`src/rtl/ro_heater_seq.sv`:
```
// Self-timed heater pattern sequencer: plays a latched bit pattern MSB first onto masked
// heater enables, two half-bits per bit, in Manchester, NRZ or constant-on mode.
module ro_heater_seq #(
  parameter int MAX_BIT_SIZE = 256,
  parameter int NUM_HEATERS  = 8,
  parameter int CNT_W        = 32
) (
  input  logic                          ro_clk,
  input  logic                          rst_n,
  // Handshake: a config is taken on a rising edge where cfg_valid && cfg_ready && !abort.
  input  logic                          cfg_valid,
  output logic                          cfg_ready,
  input  logic [MAX_BIT_SIZE-1:0]       cfg_data,
  input  logic [$clog2(MAX_BIT_SIZE):0] cfg_len,
  input  logic [NUM_HEATERS-1:0]        cfg_mask,
  input  logic [CNT_W-1:0]              cfg_half_period,
  input  logic [15:0]                   cfg_repeat,
  input  logic [1:0]                    cfg_mode,
  input  logic                          abort,
  output logic [NUM_HEATERS-1:0]        heat_en,
  output logic                          busy,
  output logic                          done,
  output logic                          aborted,
  output logic [$clog2(MAX_BIT_SIZE):0] bit_index,
  output logic [CNT_W-1:0]              pass_count,
  output logic [1:0]                    dbg_state
);
  localparam int LW = $clog2(MAX_BIT_SIZE) + 1;
  localparam int IW = $clog2(MAX_BIT_SIZE);

  typedef enum logic [1:0] {S_IDLE = 2'd0, S_HALF1 = 2'd1, S_HALF2 = 2'd2, S_DONE = 2'd3} state_t;

  state_t                  state_q, state_d;
  logic [MAX_BIT_SIZE-1:0] data_q;
  logic [LW-1:0]           len_q;
  logic [NUM_HEATERS-1:0]  mask_q;
  logic [CNT_W-1:0]        hm1_q;
  logic [15:0]             rep_q;
  logic [1:0]              mode_q;
  logic [CNT_W-1:0]        cnt_q, cnt_d;
  logic [LW-1:0]           idx_q, idx_d;
  logic [CNT_W-1:0]        pass_q, pass_d;
  logic [NUM_HEATERS-1:0]  heat_q, heat_d;
  logic                    aborted_q, aborted_d;
  logic                    load;

  logic [1:0]              mode_in;
  logic [CNT_W-1:0]        hm1_in;
  logic [LW-1:0]           idx_inc, idx_wrap;
  logic [CNT_W-1:0]        pass_inc;
  logic                    b_first, b_cur, b_next;

  function automatic logic half1_bit(input logic [1:0] m, input logic b);
    return (m == 2'd2) ? 1'b1 : b;
  endfunction

  function automatic logic half2_bit(input logic [1:0] m, input logic b);
    case (m)
      2'd0:    return ~b;
      2'd1:    return b;
      default: return 1'b1;
    endcase
  endfunction

  // Reserved mode folds onto Manchester; a zero half-period behaves as one cycle.
  assign mode_in  = (cfg_mode == 2'd3) ? 2'd0 : cfg_mode;
  assign hm1_in   = (cfg_half_period == '0) ? '0 : cfg_half_period - CNT_W'(1);
  assign idx_inc  = idx_q + LW'(1);
  assign idx_wrap = (idx_inc == len_q) ? '0 : idx_inc;
  assign pass_inc = (pass_q == '1) ? pass_q : pass_q + CNT_W'(1);
  assign b_first  = cfg_data[IW'(cfg_len - LW'(1))];
  assign b_cur    = data_q[IW'(len_q - LW'(1) - idx_q)];
  assign b_next   = data_q[IW'(len_q - LW'(1) - idx_wrap)];

  always_comb begin
    state_d   = state_q;
    cnt_d     = cnt_q;
    idx_d     = idx_q;
    pass_d    = pass_q;
    heat_d    = '0;
    aborted_d = 1'b0;
    load      = 1'b0;
    case (state_q)
      S_IDLE: begin
        if (cfg_valid && !abort) begin
          load  = 1'b1;
          idx_d = '0;
          pass_d = '0;
          if (cfg_len == '0) begin
            state_d = S_DONE;
          end else begin
            state_d = S_HALF1;
            cnt_d   = hm1_in;
            heat_d  = cfg_mask & {NUM_HEATERS{half1_bit(mode_in, b_first)}};
          end
        end
      end
      S_HALF1: begin
        if (cnt_q == '0) begin
          state_d = S_HALF2;
          cnt_d   = hm1_q;
          heat_d  = mask_q & {NUM_HEATERS{half2_bit(mode_q, b_cur)}};
        end else begin
          cnt_d  = cnt_q - CNT_W'(1);
          heat_d = heat_q;
        end
      end
      S_HALF2: begin
        if (cnt_q == '0) begin
          idx_d = idx_wrap;
          if (idx_inc == len_q) pass_d = pass_inc;
          if ((idx_inc == len_q) && (rep_q != '0) && (pass_inc == CNT_W'(rep_q))) begin
            state_d = S_DONE;
          end else begin
            state_d = S_HALF1;
            cnt_d   = hm1_q;
            heat_d  = mask_q & {NUM_HEATERS{half1_bit(mode_q, b_next)}};
          end
        end else begin
          cnt_d  = cnt_q - CNT_W'(1);
          heat_d = heat_q;
        end
      end
      default: state_d = S_IDLE;
    endcase
    // Abort wins over any half transition, freezing the progress counters.
    if (abort && (state_q == S_HALF1 || state_q == S_HALF2)) begin
      state_d   = S_IDLE;
      cnt_d     = cnt_q;
      idx_d     = idx_q;
      pass_d    = pass_q;
      heat_d    = '0;
      aborted_d = 1'b1;
    end
  end

  always_ff @(posedge ro_clk) begin
    if (!rst_n) begin
      state_q   <= S_IDLE;
      cnt_q     <= '0;
      idx_q     <= '0;
      pass_q    <= '0;
      heat_q    <= '0;
      aborted_q <= 1'b0;
      data_q    <= '0;
      len_q     <= '0;
      mask_q    <= '0;
      hm1_q     <= '0;
      rep_q     <= '0;
      mode_q    <= '0;
    end else begin
      state_q   <= state_d;
      cnt_q     <= cnt_d;
      idx_q     <= idx_d;
      pass_q    <= pass_d;
      heat_q    <= heat_d;
      aborted_q <= aborted_d;
      if (load) begin
        data_q <= cfg_data;
        len_q  <= cfg_len;
        mask_q <= cfg_mask;
        hm1_q  <= hm1_in;
        rep_q  <= cfg_repeat;
        mode_q <= mode_in;
      end
    end
  end

  assign cfg_ready  = (state_q == S_IDLE);
  assign busy       = (state_q == S_HALF1) || (state_q == S_HALF2);
  assign done       = (state_q == S_DONE);
  assign aborted    = aborted_q;
  assign heat_en    = heat_q;
  assign bit_index  = idx_q;
  assign pass_count = pass_q;
  assign dbg_state  = state_q;
endmodule

```
`config.mk`:
```
export PLATFORM = sky130hd
export DESIGN_NAME = ro_heater_seq
export DESIGN_NICKNAME = d
export VERILOG_FILES = /design/src/rtl/ro_heater_seq.sv
export SDC_FILE = /design/constraint.sdc
export NUM_CORES = 1
export LEC_CHECK = 0
export BUFFER_PORTS_ARGS = -buffer_cell sky130_fd_sc_hd__buf_2
export CORE_MARGIN = 1.5
export CORE_UTILIZATION = 40
export DETAILED_ROUTE_END_ITERATION = 8
export PLACE_DENSITY = 0.64
export SLEW_MARGIN = 15
export SYNTH_ARGS = -nofsm -noshare
export SYNTH_HDL_FRONTEND = slang
export SYNTH_SLANG_ARGS = --single-unit
```
`constraint.sdc`:
```
create_clock -name ro_clk -period 8.4 [get_ports ro_clk]
set_input_delay 0.42 -clock ro_clk [delete_from_list [all_inputs] [get_ports ro_clk]]
set_output_delay 0.42 -clock ro_clk [all_outputs]
set_load 0.02 [all_outputs]
```
**Word-level counts from Yosys, hierarchy flattened**

Cells that the tools add are included.

- Input bits: 327
- Register bits after elaboration: 407
- Output and inout port bits: 55

- Bitwise gates (word level): 6
- Order comparisons: 3
- Eq/ne operators: 16
- Muxes and demuxes: 43
- Reductions and logical operators: 20
- Add/subtract/negate cells: 8

Operators with widths:

| operator | number |
|---|---|
| $mux W32 | 10 |
| $pmux W32 S3 | 1 |
| $logic_not A32 Y1 | 2 |
| $pmux W32 S2 | 1 |
| $sub A32 B1 Y32 const B | 2 |
| $mux W8 | 5 |
| $add A32 B1 Y32 const B | 1 |
| $eq A32 B16 Y1 | 1 |
| $eq A32 B32 Y1 const B | 1 |
| $lt A8 B9 Y1 const B | 3 |
| $mux W9 | 3 |
| $and A8 B8 Y8 | 3 |
| $bmux W1 S8 | 3 |
| $pmux W8 S3 | 1 |
| $pmux W9 S2 | 1 |
| $reduce_bool A16 Y1 | 1 |
| $sub A8 B1 Y8 const B | 2 |
| $sub A8 B8 Y8 | 2 |
| $mux W2 | 6 |
| $eq A2 B2 Y1 const B | 5 |
| $mux W1 | 10 |
| $reduce_and A5 Y1 | 2 |
| $add A9 B1 Y9 const B | 1 |
| $eq A9 B9 Y1 | 1 |
| 18 further kinds | 28 |

**Depth between registers and ports, before layout**

- Word-level depth: 11
- Mapped depth: 26

**Worst setup path after synthesis**

OpenSTA, ideal clock, no wires.

- Path type: reg-to-reg
- Start point: reg idx_q[0] (netlist: bit_index[0])
- End point: reg heat_q[0] (netlist: heat_en[0])
- Period minus slack after synthesis: 6126 ps
- Setup time: 58 ps
- Path buffers: 7
- Data arrival time: 6068 ps
- Data required time: 8342 ps
- Stages on the path, launching flop included: 22
- Path slack: 2274 ps
- Path through: dfxtp_1 ha_1 buf_2 nand3_2 o31a_1 nor3_4 nor2_4 nand3_1 clkbuf_1 nand2_1 fa_1 buf_1 buf_1 clkbuf_1 clkbuf_1 clkbuf_1 nand2_1 a41oi_1 nor3_1 o311a_1 a221oi_4 a21o_1

- Word-level cells in the longest chain between the ends: 11
- Elaborated cells on any way between the ends: 22

RTL lines:

| item | RTL line | RTL |
|---|---|---|
| start: declaration | 41 | `logic [LW-1:0] idx_q, idx_d;` |
| start signal: assignment | 154 | `idx_q <= idx_d;` |
| $add A9 B1 Y9 | 68 | `assign idx_inc = idx_q + LW'(1);` |
| $eq A9 B9 Y1 | 69, 112 |  |
| $mux W9 | 69 | `assign idx_wrap = (idx_inc == len_q) ? '0 : idx_inc;` |
| $sub A8 B8 Y8 | 73 | `assign b_next = data_q[IW'(len_q - LW'(1) - idx_wrap)];` |
| $bmux W1 S8 | 73 |  |
| $mux W1 (implied by the code) | 73 |  |
| $mux W1 | 54 | `return (m == 2'd2) ? 1'b1 : b;` |
| $and A8 B8 Y8 | 117 | `heat_d = mask_q & {NUM_HEATERS{half1_bit(mode_q, b_next)}};` |
| $mux W8 | 112 | `if ((idx_inc == len_q) && (rep_q != '0) && (pass_inc == CNT_W'(rep_q))) begin` |
| $mux W8 | 109 | `if (cnt_q == '0) begin` |
| $pmux W8 S3 (*) | 83 | `case (state_q)` |
| end signal: assignment | 156 | `heat_q <= heat_d;` |
| end: declaration | 43 | `logic [NUM_HEATERS-1:0] heat_q, heat_d;` |

Every way passes the cells marked *; elsewhere a longest branch is shown, timed or not. The select of a mux whose other input is x is not followed.
A chain may end at the register's enable or synchronous reset.

**Worst setup path in the final report**

- Start point: reg idx_q[1] (netlist: bit_index[1])
- End point: reg heat_q[1] (netlist: heat_en[1])

The elaborated chain is that of the path after synthesis.

==> summary.md <==
| Metric | Value |
|---|---|
| DR DRC count | `0` |
| Drt pass-1 iters | `5` |
| Most crowded layer after global routing | `met2` |
| Die area | `69180 µm²` |
| Internal reg-to-reg setup slack | `1.42 ns` |
| CP Class | `flip-flop to flip-flop` |
| Clk buf depth | `3` |
| Register bit count reported by yosys | `407` |
| Layout Nets | `3718` |
| Post-synth top flop | `dfxtp_1` |
| Leading cell types in the layout, fill and taps excluded | `nand2_1 (768), dfxtp_1 (406), buf_2 (379), a21boi_0 (301), mux4_2 (178)` |
| DP Cell Count | `4186` |
| Power density cells | `234.4 nW/µm²` |
| Measured slew at the worst slew-check pin | `1.221 ns` |
| Initial Util | `0.4034` |
| Setup TNS | `0 ns` |
| Async SR Flop Fraction | `0` |
| Placed inst area | `29510 µm²` |
| Seq pwr share | `0.322` |
| Antenna violations before repair | `6` |
| Commonest non-fill, non-tap cell in the layout | `nand2_1` |
| Hold_buf cts | `0` |
| Max_slew headroom | `0.1857` |
| Met3 Resource Use GR | `0.05042` |
| Clock transition at path regs | `0.06 ns` |
| Gr usage total | `0.2574` |
| Total gr overflow | `0` |
| Met2 Resource Use GR | `0.4018` |
| Data required time of the worst path | `8.87 ns` |
| Int Pwr | `4.511 mW` |
| Max Cap Viol | `0` |
| Synth Instances | `3149` |
| Clock tree sinks | `407` |
| Clock Latency Late Sink | `0.60 ns` |
| Final Setup Violations | `0` |
| Post-DP HPWL | `65690 µm` |
| Routed Antenna Nets | `0` |
| Final wirelength | `91890 µm` |
| Net Switching | `2.789 mW` |
| Vias in the first global route | `23660` |
| Switching Share | `0.3820` |
| Highest Clock Rate | `0.1432 GHz` |
| R2r endpoint | `heat_en[1]` |
| Synth warn | `0` |
| CTS Buf Count | `48` |
| Clock Skews | `0.03427 ns` |
| Area grow syn2layout | `15.18%` |
| Hold slack | `0.08897 ns` |
| Routed vias | `25300` |
| Worst r2r src | `bit_index[1]` |
| Share of cells above drive strength 1 | `0.2165` |
| Seq/Total Area, Yosys | `0.3013` |
| CTS root buf | `clkbuf_16` |
| Core Area | `67040 µm²` |
| Final Hold Fails | `0` |
| H-tree level count | `2` |
| Worst IR drop on VDD | `0.1448 mV` |
| Resize count post-CTS | `0` |
| Power share of the combinational group | `0.382` |
| Worst EP arrival | `7.45 ns` |
| First DRT Iteration DRCs | `2594` |
| Clk pwr share | `0.297` |
| Syn_nets | `3504` |
| IO buf count | `381` |
| CP max FO | `30` |
| CTS tree | `done` |
| Hold Crit Depth | `3` |
| Critical Path Source Type | `flip-flop` |
| Die width | `263.0 µm` |
| Util after Layout | `0.4647` |
| Met1 Use GR | `0.3550` |
| Wire per inst | `21.49 µm` |
| WHS Endpoint | `data_q[211]` |
| Io pins | `382` |
| Worst Setup End Kind | `flip-flop` |
| Synth Cell Area | `27040 µm²` |
| HP Class | `primary input to flip-flop` |
| Hold_sp | `cfg_data[211]` |
| Fill count | `6581` |
| Avg Vias per Cell | `5.914` |
| Pleak | `11.87 nW` |
| Final std cells w/o fill | `4277` |
| Height of the die | `263.0 µm` |
| Final RePlAce weighted congestion | `0.9380` |
| Rows | `95` |
| Largest net degree at the start of global routing | `268` |
| Design Area, Final | `31150 µm²` |
| Final Critical Period | `6.982 ns` |
| Status | `finished clean` |
| RSZ-0062 raised after global routing | `no` |
| Cell count of the worst reg-to-reg path | `21` |
| Final Slew Violations | `0` |
| Post-synth EDFFs | `0` |
| Setup bufs post-CTS | `0` |
| Fin crit share | `0.8311` |
| Synth unique cells | `85` |
| Global-route wire length before repair | `141600 µm` |
| Syn avg cell area | `8.588 µm²` |
-- cells in the mapped netlist (all sizes together) (15+ instances only) --
cell type,count,area (µm²)
dfxtp,407,8148
mux2,20,225.2
a211oi,30,225.2
buf,45,239.0
clkbuf,209,784.5
a21boi,301,2260
a31oi,24,171.4
o311ai,15,131.4
o211a,42,420.4
or3,20,125.1
inv,39,146.4
and3,18,112.6
o21ai,86,430.4
nand4,27,175.2
and2,30,187.7
ha,26,325.3
nand2,768,2883
nor2b,61,381.6
nor4,40,262.8
xnor2,71,640.6
a21oi,102,510.5
o211ai,58,435.4
a21o,16,120.1
mux2i,76,760.7
nor2,94,367.8
nor3,77,401.6
mux4,182,4114
xor2,46,402.9
nand3,62,315.3
-- layout make-up --
class	count	area [µm²]	area share
antenna	5	12.51	0.0004017
clock buffer	71	1450	0.04655
clock inverter	15	172.7	0.005543
inverter	39	146.4	0.004700
multi-input combinational	2449	17900	0.5748
sequential	407	8149	0.2616
tap	873	1092	0.03507
timing repair buffer	418	2222	0.07134
-- worst max-delay path by stage --
stage / start / to / slack (ns) / cells past startpoint
6_report: bit_index[1] / heat_en[1] / 1.42 / 21
2_1_floorplan: bit_index[0] / heat_en[0] / 2.27 / 21
4_1_cts: bit_index[1] / heat_en[1] / 1.51 / 21
3_5_place_dp: bit_index[1] / heat_en[1] / 1.51 / 21
3_3_place_gp: bit_index[1] / heat_en[7] / 1.72 / 21
5_1_grt: bit_index[1] / heat_en[3] / 0.95 / 21
-- flip-flops by register name, indices dropped and copies added (netlist names) --
| register | cells |
|---|---|
| mask_q | 8 |
| pass_count | 32 |
| dbg_state | 2 |
| rep_q | 16 |
| aborted | 1 |
| len_q | 9 |
| bit_index | 9 |
| hm1_q | 32 |
| data_q | 256 |
| cnt_q | 32 |
| mode_q | 2 |
| heat_en | 8 |
-- metrics by stage --
step	total power [mW]	worst slack, ns
after global routing	7.664	0.9454
final	7.300	1.418
after floorplan	4.284	2.274
after detailed placement	5.119	1.514
after global placement	5.099	1.715
after CTS	7.282	1.512
-- per-layer routing --
metal,vias up,part of all wire
met5,-,0.00028
met4,4,0.032
met3,156,0.081
met2,981,0.45
met1,12280,0.43
li1,11870,-
-- cells by family (layout without fill, tap and decap cells) --
family                   Yosys count  after routing  share of synthesized area
buffers and inverters            293            543                    0.04326
adder cells (fa/ha/maj)           28             28                    0.01351
AO/OA/AOI/OAI                    778            778                     0.2073
multiplexers                     278            278                     0.1886
AND/OR/NAND/NOR                 1247           1247                     0.2066
flip-flops                       407            407                     0.3013
other                              0              5                          0
XOR/XNOR                         118            118                    0.03942
-- worst max-delay path: stages, from the launching register on --
cell       delay (ns)
dfxtp_1          0.43
ha_1             0.40
nand3_2          0.16
nor4_1           0.57
nor3_4           0.11
nor2_4           0.24
nand3_1          0.27
nand2_1          0.21
fa_4             0.87
inv_1            0.58
nor2_1           0.30
a22oi_1          0.29
a21boi_0         0.22
mux2i_1          0.09
mux2_2           0.30
a211oi_1         0.27
a2111oi_0        0.18
nor4_1           0.33
nand3_1          0.14
o32ai_2          0.42
a221oi_4         0.23
a21o_1           0.23
-- power groups by stage --
stage	clock (mW)	combinational [mW]	sequential, mW
after floorplan	0	1.97	2.32
after global placement	0	2.72	2.38
after detailed placement	0	2.74	2.38
after CTS	2.19	2.75	2.34
after global routing	2.27	3.02	2.37
final	2.17	2.79	2.35
No activity file was read; power rests on OpenSTA's default activity.
